===== src/rtl/times_table_sweeper.sv =====
// -----------------------------------------------------------------------------
// times_table_sweeper
//
// Drives the memory-based 0..7 x 0..7 times-table multiplier through every
// operand pair in row-major order. Each pair is issued with read. The
// returned product is matched back to its operands by a tag pipeline whose
// depth equals the memory latency. The product and its operands are then
// presented downstream, and a running sum acts as a self-check. A full
// sweep sums to 784.
//
// Parameters
//   MEM_LATENCY  cycles from read (with a/b) to mem_result valid, 1..4
//   SUM_WIDTH    width of the running product sum (>= 10)
//
// Ports
//   clk          rising-edge clock
//   rst_n        synchronous active-low reset
//   start        one-cycle pulse; begins a sweep when idle
//   pause        level; suppresses new reads while high
//   a, b         operands to the multiplier
//   read         memory read enable to the multiplier
//   mem_result   product returned by the multiplier
//   out_valid    out_a/out_b/out_result valid this cycle
//   out_a/out_b  operands of the presented product
//   out_result   presented product (0 when out_valid is low)
//   sum          running sum of presented products for the current sweep
//   busy         high from accepted start until done
//   done         one-cycle pulse after the final product is presented
// -----------------------------------------------------------------------------
module times_table_sweeper #(
  parameter int MEM_LATENCY = 1,
  parameter int SUM_WIDTH   = 12
) (
  input  logic                 clk,
  input  logic                 rst_n,
  input  logic                 start,
  input  logic                 pause,
  output logic [2:0]           a,
  output logic [2:0]           b,
  output logic                 read,
  input  logic [5:0]           mem_result,
  output logic                 out_valid,
  output logic [2:0]           out_a,
  output logic [2:0]           out_b,
  output logic [5:0]           out_result,
  output logic [SUM_WIDTH-1:0] sum,
  output logic                 busy,
  output logic                 done
);

  typedef enum logic [1:0] {
    S_IDLE  = 2'd0,
    S_ISSUE = 2'd1,
    S_DRAIN = 2'd2,
    S_DONE  = 2'd3
  } state_t;

  // One slot of the tag pipeline: the operands travel alongside the read.
  typedef struct packed {
    logic       valid;
    logic [2:0] a;
    logic [2:0] b;
  } tag_t;

  state_t               state_q, state_d;
  logic [2:0]           a_q, a_d;
  logic [2:0]           b_q, b_d;
  logic [SUM_WIDTH-1:0] sum_q, sum_d;
  tag_t                 tag_q [MEM_LATENCY];
  tag_t                 tag_d [MEM_LATENCY];

  logic                 issue;
  logic                 drain_empty;
  tag_t                 tag_out;
  logic [SUM_WIDTH-1:0] product_ext;

  // A read goes out in every ISSUE cycle that is not paused.
  assign issue   = (state_q == S_ISSUE) && !pause;
  assign tag_out = tag_q[MEM_LATENCY-1];

  // ---------------------------------------------------------------------------
  // Next-state and operand counters
  // ---------------------------------------------------------------------------
  always_comb begin
    // NOTE: every signal written here gets a default first, so no path
    // through the case statement can leave one unassigned and infer a latch.
    state_d = state_q;
    a_d     = a_q;
    b_d     = b_q;

    unique case (state_q)
      S_IDLE: begin
        if (start) begin
          state_d = S_ISSUE;
          a_d     = 3'd0;
          b_d     = 3'd0;
        end
      end

      S_ISSUE: begin
        if (issue) begin
          // b is the low digit: it wraps 7->0 and carries into a.
          {a_d, b_d} = {a_q, b_q} + 6'd1;
          if (a_q == 3'd7 && b_q == 3'd7) begin
            state_d = S_DRAIN;
          end
        end
      end

      S_DRAIN: begin
        if (drain_empty) begin
          state_d = S_DONE;
        end
      end

      S_DONE: begin
        state_d = S_IDLE;
      end

      default: begin
        state_d = S_IDLE;
      end
    endcase
  end

  // ---------------------------------------------------------------------------
  // Tag pipeline: stage 0 captures this cycle's read, later stages shift.
  // ---------------------------------------------------------------------------
  always_comb begin
    tag_d[0].valid = issue;
    tag_d[0].a     = a_q;
    tag_d[0].b     = b_q;
    for (int i = 1; i < MEM_LATENCY; i++) begin
      tag_d[i] = tag_q[i-1];
    end
  end

  // In DRAIN no new read enters stage 0, and the last stage is presenting
  // this cycle. The pipeline is therefore empty next cycle once every stage
  // ahead of the last holds no valid. Leaving on that condition puts done
  // immediately after the final product.
  always_comb begin
    drain_empty = 1'b1;
    for (int i = 0; i < MEM_LATENCY - 1; i++) begin
      if (tag_q[i].valid) begin
        drain_empty = 1'b0;
      end
    end
  end

  // ---------------------------------------------------------------------------
  // Running sum of presented products
  // ---------------------------------------------------------------------------
  always_comb begin
    product_ext      = '0;
    product_ext[5:0] = out_result;

    sum_d = sum_q;
    if (state_q == S_IDLE && start) begin
      sum_d = '0;
    end else if (tag_out.valid) begin
      sum_d = sum_q + product_ext;
    end
  end

  // ---------------------------------------------------------------------------
  // State registers
  // ---------------------------------------------------------------------------
  always_ff @(posedge clk) begin
    // NOTE: registers use non-blocking assignment. Every flop then samples
    // pre-edge values, and the order of these statements has no effect.
    if (!rst_n) begin
      state_q <= S_IDLE;
      a_q     <= 3'd0;
      b_q     <= 3'd0;
      sum_q   <= '0;
      // NOTE: the tag pipeline is reset, unlike a data-only memory. Its
      // valid bits mark in-flight reads, and clearing them is how a reset
      // discards products still in the multiplier.
      for (int i = 0; i < MEM_LATENCY; i++) begin
        tag_q[i] <= '0;
      end
    end else begin
      state_q <= state_d;
      a_q     <= a_d;
      b_q     <= b_d;
      sum_q   <= sum_d;
      for (int i = 0; i < MEM_LATENCY; i++) begin
        tag_q[i] <= tag_d[i];
      end
    end
  end

  // ---------------------------------------------------------------------------
  // Outputs
  // ---------------------------------------------------------------------------
  assign a          = a_q;
  assign b          = b_q;
  assign read       = issue;
  assign out_valid  = tag_out.valid;
  assign out_a      = tag_out.a;
  assign out_b      = tag_out.b;
  // mem_result is only meaningful alongside a valid tag; gate it otherwise.
  assign out_result = tag_out.valid ? mem_result : 6'd0;
  assign sum        = sum_q;
  assign busy       = (state_q == S_ISSUE) || (state_q == S_DRAIN);
  assign done       = (state_q == S_DONE);

endmodule

===== config.mk =====
export PLATFORM = sky130hd
export DESIGN_NAME = times_table_sweeper
export DESIGN_NICKNAME = d
export VERILOG_FILES = /design/src/rtl/times_table_sweeper.sv
export SDC_FILE = /design/constraint.sdc
export NUM_CORES = 1
export LEC_CHECK = 0
export ABC_AREA = 0
export CAP_MARGIN = 20
export CORE_MARGIN = 1.5
export CORE_UTILIZATION = 35
export DETAILED_ROUTE_END_ITERATION = 6
export HOLD_SLACK_MARGIN = 0.06
export PLACE_DENSITY_LB_ADDON = 0.12
export SYNTH_ARGS = -nofsm -noshare
export SYNTH_HDL_FRONTEND = slang
export SYNTH_SLANG_ARGS = --single-unit

===== constraint.sdc =====
create_clock -name clk -period 2.86 [get_ports clk]
set_input_delay 0.572 -clock clk [delete_from_list [all_inputs] [get_ports clk]]
set_output_delay 0.572 -clock clk [all_outputs]
set_load 0.01 [all_outputs]

Word level (Yosys, flattened, before mapping)
Memory sizes are Yosys's and may differ from the RTL's.
Index checks and enable logic that the tools add are counted.
{"block": "totals", "register_bits": 20, "latchBits": 0, "ram_bits": 7, "mem_bits_ro": 0, "in_bits": 10, "output_inout_bits": 34, "word_cells": 41, "n_memories": 1}
{"name": "tag_q", "depth": 1, "word_bits": 7, "read_ports": 1, "rd_ports_with_merged_regs": 0, "wr": 1, "line": "69", "rtl": "tag_t tag_q [MEM_LATENCY];"}
{"block": "classes", "n_addsub": 2, "multipliers": 0, "div": 0, "magnitude_cmp": 0, "eq_ne": 8, "n_shift": 0, "muxes": 14, "bitwise_logic": 1, "n_reduce_logical": 11}
{"operator": "adder 12 x 6 -> 12 bit", "count": 1}
{"operator": "one-hot mux 3 bit (2 select lines)", "count": 2}
{"operator": "two-way mux 3 bit", "count": 3}
{"operator": "one-hot mux 2 bit (4 select lines)", "count": 1}
{"operator": "two-way mux 7 bit", "count": 1}
{"operator": "OR reduction 7 bit", "count": 1}
{"operator": "adder 6 x 1 -> 6 bit, second input constant", "count": 1}
{"operator": "equality test 3 bit, second input constant", "count": 2}
{"operator": "two-way mux 2 bit", "count": 3}
{"operator": "two-way mux 6 bit", "count": 1}
{"operator": "AND reduction 3 bit", "count": 2}
{"operator": "equality test 2 bit, second input constant", "count": 2}
{"operator": "!= test 2 bit, second input constant", "count": 2}
{"operator": "logical AND 1 bit", "count": 3}
{"operator": "two-way mux 1 bit", "count": 3}
{"operator": "equality test 2 x 1 -> 1 bit, second input constant", "count": 1}
{"operator": "logical NOT 2 bit", "count": 1}
{"operator": "!= test 2 x 1 -> 1 bit, second input constant", "count": 1}
{"operator": "nonzero test 2 bit", "count": 1}
{"operator": "OR reduction 2 bit", "count": 1}
{"operator": "logical NOT 1 bit", "count": 1}
{"operator": "logical OR 1 bit", "count": 1}
{"operator": "inverter 1 bit", "count": 1}

Longest topological paths before layout
Gate-level depths: netlist (run 1).
{"block": "logic_depth", "word_depth": 5, "depth_mapped": 9, "mapped_depth_nobuf": 7}

Worst setup path after synthesis (run 1)
OpenSTA, ideal clock, no wires.
{"block": "synth_timing", "path_kind": "register to register", "startpoint": "memory tag_q[0][6] (netlist name)", "endpoint": "register sum_q[6] (netlist: sum[6])", "setup_ps": 70, "arrival_ps": 2087, "required_time_ps": 2790, "slack_ps": 703, "stages_incl_launch_ff": 10, "n_path_buf": 2, "period_less_slack_ps": 2157, "path_cell_list": "dfxtp_1 -> buf_6 -> clkbuf_1 -> and2_1 -> ha_1 -> fa_1 -> a211oi_1 -> o21a_1 -> or3_1 -> a21oi_1"}
{"block": "synth_between", "elab_chain_cells": 3}
{"element": "start: declaration", "line": "69"}
{"element": "memory (1 x 7 bit)"}
{"element": "two-way mux 6 bit", "line": "204", "rtl": "assign out_result = tag_out.valid ? mem_result : 6'd0;"}
{"element": "named net out_result[0]", "line": "45", "rtl": "output logic [5:0] out_result,"}
{"element": "adder 12 x 6 -> 12 bit", "line": "162", "rtl": "sum_d = sum_q + product_ext;"}
{"element": "end signal: assignment", "line": "187", "rtl": "sum_q <= sum_d;"}
{"element": "end: declaration", "line": "68", "rtl": "logic [SUM_WIDTH-1:0] sum_q, sum_d;"}
The timed path passes the listed nets, and every way through them passes these cells.
A chain may end at the register's enable or synchronous reset.

Final worst setup path (run 1)
{"block": "layout_timing", "startpoint": "input mem_result[1]", "endpoint": "output out_result[1]"}
{"block": "layout_between", "elab_chain_cells": 1}
{"element": "start: declaration", "line": "41", "rtl": "input logic [5:0] mem_result,"}
{"element": "two-way mux 6 bit", "line": "204"}
{"element": "end: declaration", "line": "45"}
No other way between the ends.

==> results.md, run 1 <==
Clock network:
- CTS built an H-tree with a depth of 1.
- The cell at the root of the clock tree is sky130_fd_sc_hd__clkbuf_8.
- The cts-stage hold buffer count is 0.
- The longest clock path from root to sink contains 2 buffers.
- The TritonCTS sink count is 27.
- TritonCTS created 3 clock buffers.
- The number of post-CTS setup repair buffers is 0.
- For the worst-skew pair, the clock arrives at the later sink with an insertion delay of 0.28 ns.
- Clock-pin slew was measured on the worst setup and hold paths at 0.09 ns.
- Once the clock tree was built, the resizer swapped 0 gates to a different size.
- TritonCTS built the clock tree.

Detailed routing:
- For this run, design rule violations remaining after detail routing come to 0.
- After detailed routing, the total wire length is 3080 um.
- After detailed routing, the number of vias per cell comes to 4.96.
- The count of TritonRoute iterations in the first routing pass is 4.
- The average wire length per cell after detail routing is 12.3 um.
- Detailed routing inserted a total of 1246 vias.
- The number of nets still failing antenna checks after routing is 0.
- In this run, the number of DRC markers left after iteration 0 of detailed routing was 36.

Place:
- The routability congestion estimate from global placement is 0.788.
- Including well taps, the total number of placed cells is 247.
- Summed over all nets, the half-perimeter wirelength after detailed placement is 2450 um.
- In this run the tool buffered the top-level ports with 43 buffer cells.

STA:
- The worst-case clock skew is 0.00452 ns.
- After routing, the total negative slack on setup checks comes to 0 ns.
- Of the available clock period, the critical path in the final layout requires 0.824.
- The slew at the pin closest to its max-slew limit is 0.461 ns.
- The max-slew violation total from the final report is 0.
- Hold timing on the final database bottoms out at a slack of 0.476 ns.
- The worst pin sits at a relative slew slack of 0.691.
- The maximum operating frequency is 0.424 GHz.
- The time the final worst path needs with I/O delays and setup is 2.36 ns.
- Setup repair after global routing left no endpoint under its margin.
- Setup violations remaining at the end of the flow were counted as 0.
- The final-report hold violation count came to 0.

Synthesis:
- Dividing the synthesized area by the synthesized cell count gives 9.43 um2.
- Ranked by instance count, the synthesized netlist is headed by sky130_fd_sc_hd__dfxtp_1, sky130_fd_sc_hd__and2_1, sky130_fd_sc_hd__nand2_1, sky130_fd_sc_hd__ha_1, sky130_fd_sc_hd__o21ai_0.
- The share of synthesized registers carrying an async set or reset is 0.
- Of the synthesized area, sequential elements account for 0.370.
- Counting flops with a built-in enable in the synthesized netlist gives 0.
- After synthesis, the cell types taking the most area are sky130_fd_sc_hd__dfxtp_1, sky130_fd_sc_hd__ha_1, sky130_fd_sc_hd__and2_1, sky130_fd_sc_hd__mux2i_1, sky130_fd_sc_hd__nand2_1.
- The biggest area contributor in the post-synthesis netlist is sky130_fd_sc_hd__dfxtp_1.
- Of the post-synthesis cell area, the dominant cell type holds 0.370.
- The distinct cell type count after synthesis is 41.
- The Yosys warning count is 0.
- For this run, the leading register cell type out of synthesis is sky130_fd_sc_hd__dfxtp_1.
- After synthesis the netlist holds a flip-flop and latch count of 27.
- The synthesized netlist occupies a cell area of 1460 um2.
- The most common cell in the synthesized netlist is sky130_fd_sc_hd__dfxtp_1.
- The post-synthesis cell count is 155.
- Counting every net in the synthesized netlist gives 179.

Run status:
- The flow ran to the end, and the final reports show no timing, DRC or antenna violations.

GRT:
- The total overflow left after global routing is 0.
- The via count of the first global-routing pass is 1167.
- The initial antenna violation count is 0.
- For this run, the total global-route usage over all layers was measured as 0.145.
- The pin count of the biggest net entering global routing is 17.
- The first global-routing pass estimated 5070 um of wire.

Cells and area:
- The net total in the final layout is 226.
- The number of fill cells is 375.
- The antenna diode count is 0.
- The area overhead of the layout relative to synthesis is 36.8%.
- The final instance count without filler cells is 251.
- In the final layout, the share of cells above drive strength 1 is 0.0697.

Worst setup path:
- The worst-path cell with the longest stage delay is sky130_fd_sc_hd__clkdlybuf4s50_1.
- The endpoint required time on the critical path is 2.29 ns.
- The arrival time of data at the critical path endpoint is 1.78 ns.
- The startpoint type of the worst setup path is an input pin.
- Along the worst path, the maximum fanout reaches 3.
- STA classifies the critical path endpoint as an output port.
- The type of the setup path with the least slack is input pin to output port.
- The most frequent cell on the critical path is sky130_fd_sc_hd__clkdlybuf4s50_1.
- Walking the worst path, the cells encountered are clkdlybuf4s50_1, and2_1, clkdlybuf4s50_1.
- For this run, the slowest stage of the critical path takes 0.56 ns.

Power:
- Across the VDD grid, the largest voltage drop is 302 uV.
- In this run the power density over the cells is 466 nW/um2.
- The leakage power is 0.816 nW.

Floorplanning:
- Measured along the y axis, the die boundary spans 67.6 um.
- The floorplan step set the die width to 67.6 um.
- The area of the die is 4570 um2.
- The total area inside the core boundary comes to 4000 um2.
- The floorplan has 23 rows.
- The initial utilization of the core area, before any placement, comes to 0.365.
- For this design the top-level I/O count stands at 44.

Job:
- The tool flagged a number of max-cap violations equal to 0.

Worst hold path:
- The path class of the tightest hold or removal check is flop to flop.
## metrics by stage
step | setup slack, ns | instance area [um2] | util | power [W]
floorplan | 0.703 | 1460 | - | 0.000608
global placement | 0.320 | 1950 | 0.488 | 0.000711
detailed placement | 0.291 | 1950 | 0.488 | 0.000719
CTS | 0.499 | 2000 | 0.500 | 0.000948
global route | 0.380 | 2000 | 0.500 | 0.000996
finish | 0.504 | 2000 | 0.500 | 0.000933
## report_power, final
group          switching (W)  internal, W  leakage (nW)
registers          0.0000229     0.000396         0.218
logic               0.000150     0.000139         0.576
clock network       0.000127    0.0000992        0.0217
## routing by layer
| layer | vias to the layer above | track usage | share of wire |
|---|---|---|---|
| met5 | - | 0 | 0 |
| met2 | 22 | 0.249 | 0.49 |
| li1 | 642 | - | - |
| met4 | 0 | 0.0689 | 0.019 |
| met3 | 5 | 0.0250 | 0.029 |
| met1 | 577 | 0.176 | 0.47 |
## logic make-up after synthesis
logic type               count (synthesis)  synth area share
multiplexers                             8            0.0565
AO/OA/AOI/OAI                           31             0.143
AND/OR/NAND/NOR                         64             0.255
buffers and inverters                    6            0.0205
XOR/XNOR                                 5            0.0300
adder cells (fa/ha/maj)                 14             0.125
flip-flops                              27             0.370
## sequential cells by signal, indices dropped and copies added, names as in the netlist
| name | cells |
|---|---|
| sum | 12 |
| tag_q | 7 |
| a | 3 |
| state_q | 2 |
| b | 3 |
## final cells by class
cell class                 instances  area, um2  area share
tap                               50       62.6      0.0313
timing repair buffer              45        445       0.223
sequential                        27        541       0.270
multi-input combinational        122        891       0.446
inverter                           3       11.3     0.00563
clock buffer                       3       41.3      0.0207
clock inverter                     1       7.51     0.00375
## placed cells by master (no fill, tap or decap), drive strengths merged, types with 3 or more instances in the layout
| cell | instances |
|---|---|
| dfxtp | 27 |
| nor2 | 8 |
| o21ai | 10 |
| nand3 | 3 |
| clkbuf | 3 |
| or3 | 3 |
| xor2 | 4 |
| nand2 | 14 |
| nand4 | 6 |
| nand2b | 3 |
| and2 | 15 |
| nor2b | 3 |
| a21oi | 7 |
| mux2i | 6 |
| ha | 13 |
| clkdlybuf4s50 | 43 |
| inv | 3 |
## final timing paths
path / from / to / slack [ns] / cells after the start
worst max-delay path: mem_result[1] / out_result[1] / 0.50 / 3
worst min-delay path: sum[11]$_SDFFE_PP0P_ / sum[11]$_SDFFE_PP0P_ / 0.48 / 2
worst max register to register: tag_q[0][6]$_SDFF_PN0_ / sum[8]$_SDFFE_PP0P_ / 0.80 / 7
worst min register to register: sum[11]$_SDFFE_PP0P_ / sum[11]$_SDFFE_PP0P_ / 0.48 / 2
## worst max-delay path, delay by kind of cell
family / cells / cell delay (ns)
buffers and inverters: 2 / 1.01
and+or+nand+nor: 1 / 0.20
No activity file was read; power rests on OpenSTA's default activity.
==> run 2: changes to the inputs <==
- clock period: 2.86 -> 2.3 ns (I/O delays scaled with it)
==> run 2 against run 1 <==
Compared with the run above:
- register-to-register slack worse by 0.47 ns
- non-clock buffer count grew 7
- die area is the same
- hold slack gained 0.0083 ns
- sequential share of layout area is 0.68 points lower
- count of clock-buffer cells in the layout did not move
- core utilization up 1.4 points
- clock skew grew 0.0012 ns
- largest power group unchanged
==> results.md, run 2 (same netlist as run 1, synthesis figures left out) <==
Run status:
- The flow ran to the end, and the final reports show no timing, DRC or antenna violations.

Detailed routing:
- The average via count per standard cell came to 4.96 (about the same).
- The count of TritonRoute iterations in the first routing pass was 4 (unchanged).
- The total wire length after detailed routing is 3190 um (+3.8%).
- The number of DRC violations after detailed-routing iteration 0 is 73 (+100%).
- The remaining design rule violation count is 0 (unchanged).
- The number of nets still failing antenna checks after routing is 0 (unchanged).
- The average wire length per cell after detail routing is 12.4 um (+1.0%).
- The overall via count from detail_route is 1280 (+2.7%).

Floorplanning:
- The overall die height is 67.6 um (unchanged).
- The area of the die is 4570 um2 (unchanged).
- The die span in x was 67.6 um (unchanged).
- The core box area came to 4000 um2 (unchanged).
- The top-level port count is 44 (unchanged).
- The number of standard-cell rows in the floorplan came to 23 (unchanged).
- The starting density of the core is 0.365 (unchanged).

Worst setup path:
- The arrival time of data at the critical path endpoint is 1.71 ns (-0.07 ns).
- The nature of the critical path endpoint is an output port.
- The critical path goes through clkdlybuf4s50_1, and2_1, buf_4, clkdlybuf4s50_1.
- The worst-path cell with the longest stage delay is sky130_fd_sc_hd__clkdlybuf4s50_1.
- The type of the setup path with the least slack is input pin to output port.
- The maximum net fanout on the critical path was 2 (-1).
- The endpoint required time on the critical path was 1.84 ns (-0.45 ns).
- The most frequent cell on the critical path is sky130_fd_sc_hd__clkdlybuf4s50_1.
- The startpoint type of the worst setup path is an input pin.
- The worst stage delay on the critical path is 0.52 ns (-0.04 ns).

GRT:
- The first-pass GRT wire length is 5460 um (+7.6%).
- The global-route met2 utilization was 0.265 (+0.0159).
- The fraction of met3 tracks used by global routing is 0.0250 (unchanged).
- The via count of the first global-routing pass is 1242 (+6.4%).
- The aggregate global-route resource usage is 0.154 (+0.00854).
- The total overflow reported by the global router came to 0 (unchanged).
- The fraction of met1 tracks used by global routing was 0.198 (+0.0227).
- The initial antenna violation count came to 0 (unchanged).
- The pin count of the biggest net entering global routing is 17 (unchanged).
- In this run the most used layer during global routing was met2.

STA:
- The slew at the pin closest to its max-slew limit is 0.486 ns (+0.0254 ns).
- The final hold slack is 0.485 ns (+0.00830 ns).
- The worst-case clock skew is 0.00574 ns (+0.00121 ns).
- The number of failing setup endpoints in the final timing report is 0 (unchanged).
- The clock period could shrink to 2.17 ns.
- The tightest slew margin relative to the limit is 0.674 (-0.0170).
- The maximum operating frequency is 0.461 GHz.
- Dividing the final minimum period by the clock period gives 0.943.
- The final-report hold violation count came to 0 (unchanged).
- Setup repair after global routing left no endpoint under its margin.
- The max-slew violation total from the final report is 0 (unchanged).

Clock network:
- The clock tree from TritonCTS is done.
- The maximum clock insertion buffer count is 2 (unchanged).
- The cell at the root of the clock tree is sky130_fd_sc_hd__clkbuf_8.
- The TritonCTS sink count is 27 (unchanged).
- The total clock buffers created by CTS is 3 (unchanged).
- The H-tree level count was 1 (unchanged).
- The worst-skew pair later-pin latency is 0.27 ns (about the same).
- The clock transition at the registers of the reported paths is 0.09 ns (about the same).

Place:
- The number of buffer cells added on primary ports is 43 (unchanged).
- The cell area reported after detailed placement came to 2000 um2 (+2.7%).
- The number of cells in the design after placement was 254 (+2.8%).
- The routability congestion estimate from global placement is 0.788 (about the same).
- The final HPWL from detailed placement was 2570 um (+4.8%).

Cells and area:
- The most frequent standard cell in the layout excluding fill and tap cells is sky130_fd_sc_hd__clkdlybuf4s50_1.
- The antenna diode count was 0 (unchanged).
- The final instance count without filler cells is 258 (+2.8%).
- From synthesis to final layout, the design area changed by 40.7%.
- The library cells used most frequently in the layout, excluding fill and tap cells, are sky130_fd_sc_hd__clkdlybuf4s50_1, sky130_fd_sc_hd__dfxtp_1, sky130_fd_sc_hd__and2_1.
- The flip-flop count of the largest register, all copies and words added was 12 (unchanged).
- The final core utilization is 0.514 (+0.0141).
- The net total in the final layout is 233 (+3.1%).
- The total non-filler cell area in the finished layout came to 2060 um2 (+2.8%).
- The share of layout cells above drive strength 1 is 0.111 (+0.0409).

Power:
- The total power is 0.00118 W (+26%).
- The maximum VDD drop came to 534 uV (+77%).
- The ratio of total power to cell area is 572 nW/um2 (+23%).
- The leakage power is 0.854 nW (+4.7%).

Worst hold path:
- The kind of path behind the tightest hold check is flop to flop.

Job:
- The max capacitance violation total is 0 (unchanged).
==> run 2: final timing paths <==
check / startpoint / endpoint / slack (ns) / cells past startpoint
worst max-delay path: mem_result[2] / out_result[2] / 0.13 / 4
worst min-delay path: sum[11]$_SDFFE_PP0P_ / sum[11]$_SDFFE_PP0P_ / 0.48 / 2
worst max register to register: tag_q[0][6]$_SDFF_PN0_ / sum[10]$_SDFFE_PP0P_ / 0.33 / 7
worst min register to register: sum[11]$_SDFFE_PP0P_ / sum[11]$_SDFFE_PP0P_ / 0.48 / 2
==> run 2: power by group <==
group | switching (W) | internal [W] | total, W
sequential | 0.0000295 | 0.000493 | 0.000522
combinational | 0.000191 | 0.000186 | 0.000377
clock | 0.000154 | 0.000123 | 0.000277
total | 0.000375 | 0.000802 | 0.00118
==> run 2: final cells by class <==
type / count / area, um2
fill: 373 / 1940
multi-input combinational: 122 / 893
sequential: 27 / 542
timing repair buffer: 52 / 498
tap: 50 / 62.6
clock buffer: 3 / 41.3
inverter: 3 / 11.3
clock inverter: 1 / 7.51
==> run 2: worst max-delay path: cells and delay by family <==
kind / cells / cell delay, ns
and+or+nand+nor: 1 / 0.16
buffers and inverters: 3 / 1.08
==> run 2: through the flow <==
step / TNS, ns / setup WS, ns
after floorplan: 0 / 0.143
after global placement: -0.513 / -0.122
after detailed placement: -0.588 / -0.119
after CTS: 0 / 0.0476
after global routing: 0 / 0.00612
final: 0 / 0.131
==> run 2: metal layers <==
metal	routed length [um]	vias up
met5	0	-
li1	-	652
met3	91	2
met2	1590	21
met1	1490	605
met4	19	0
==> run 2: timing repair <==
item	4_1_cts	5_1_grt
endpoints found under the setup margin	0	2
gates resized for setup	0	2
hold buffers	0	0
buffers inserted	0	0
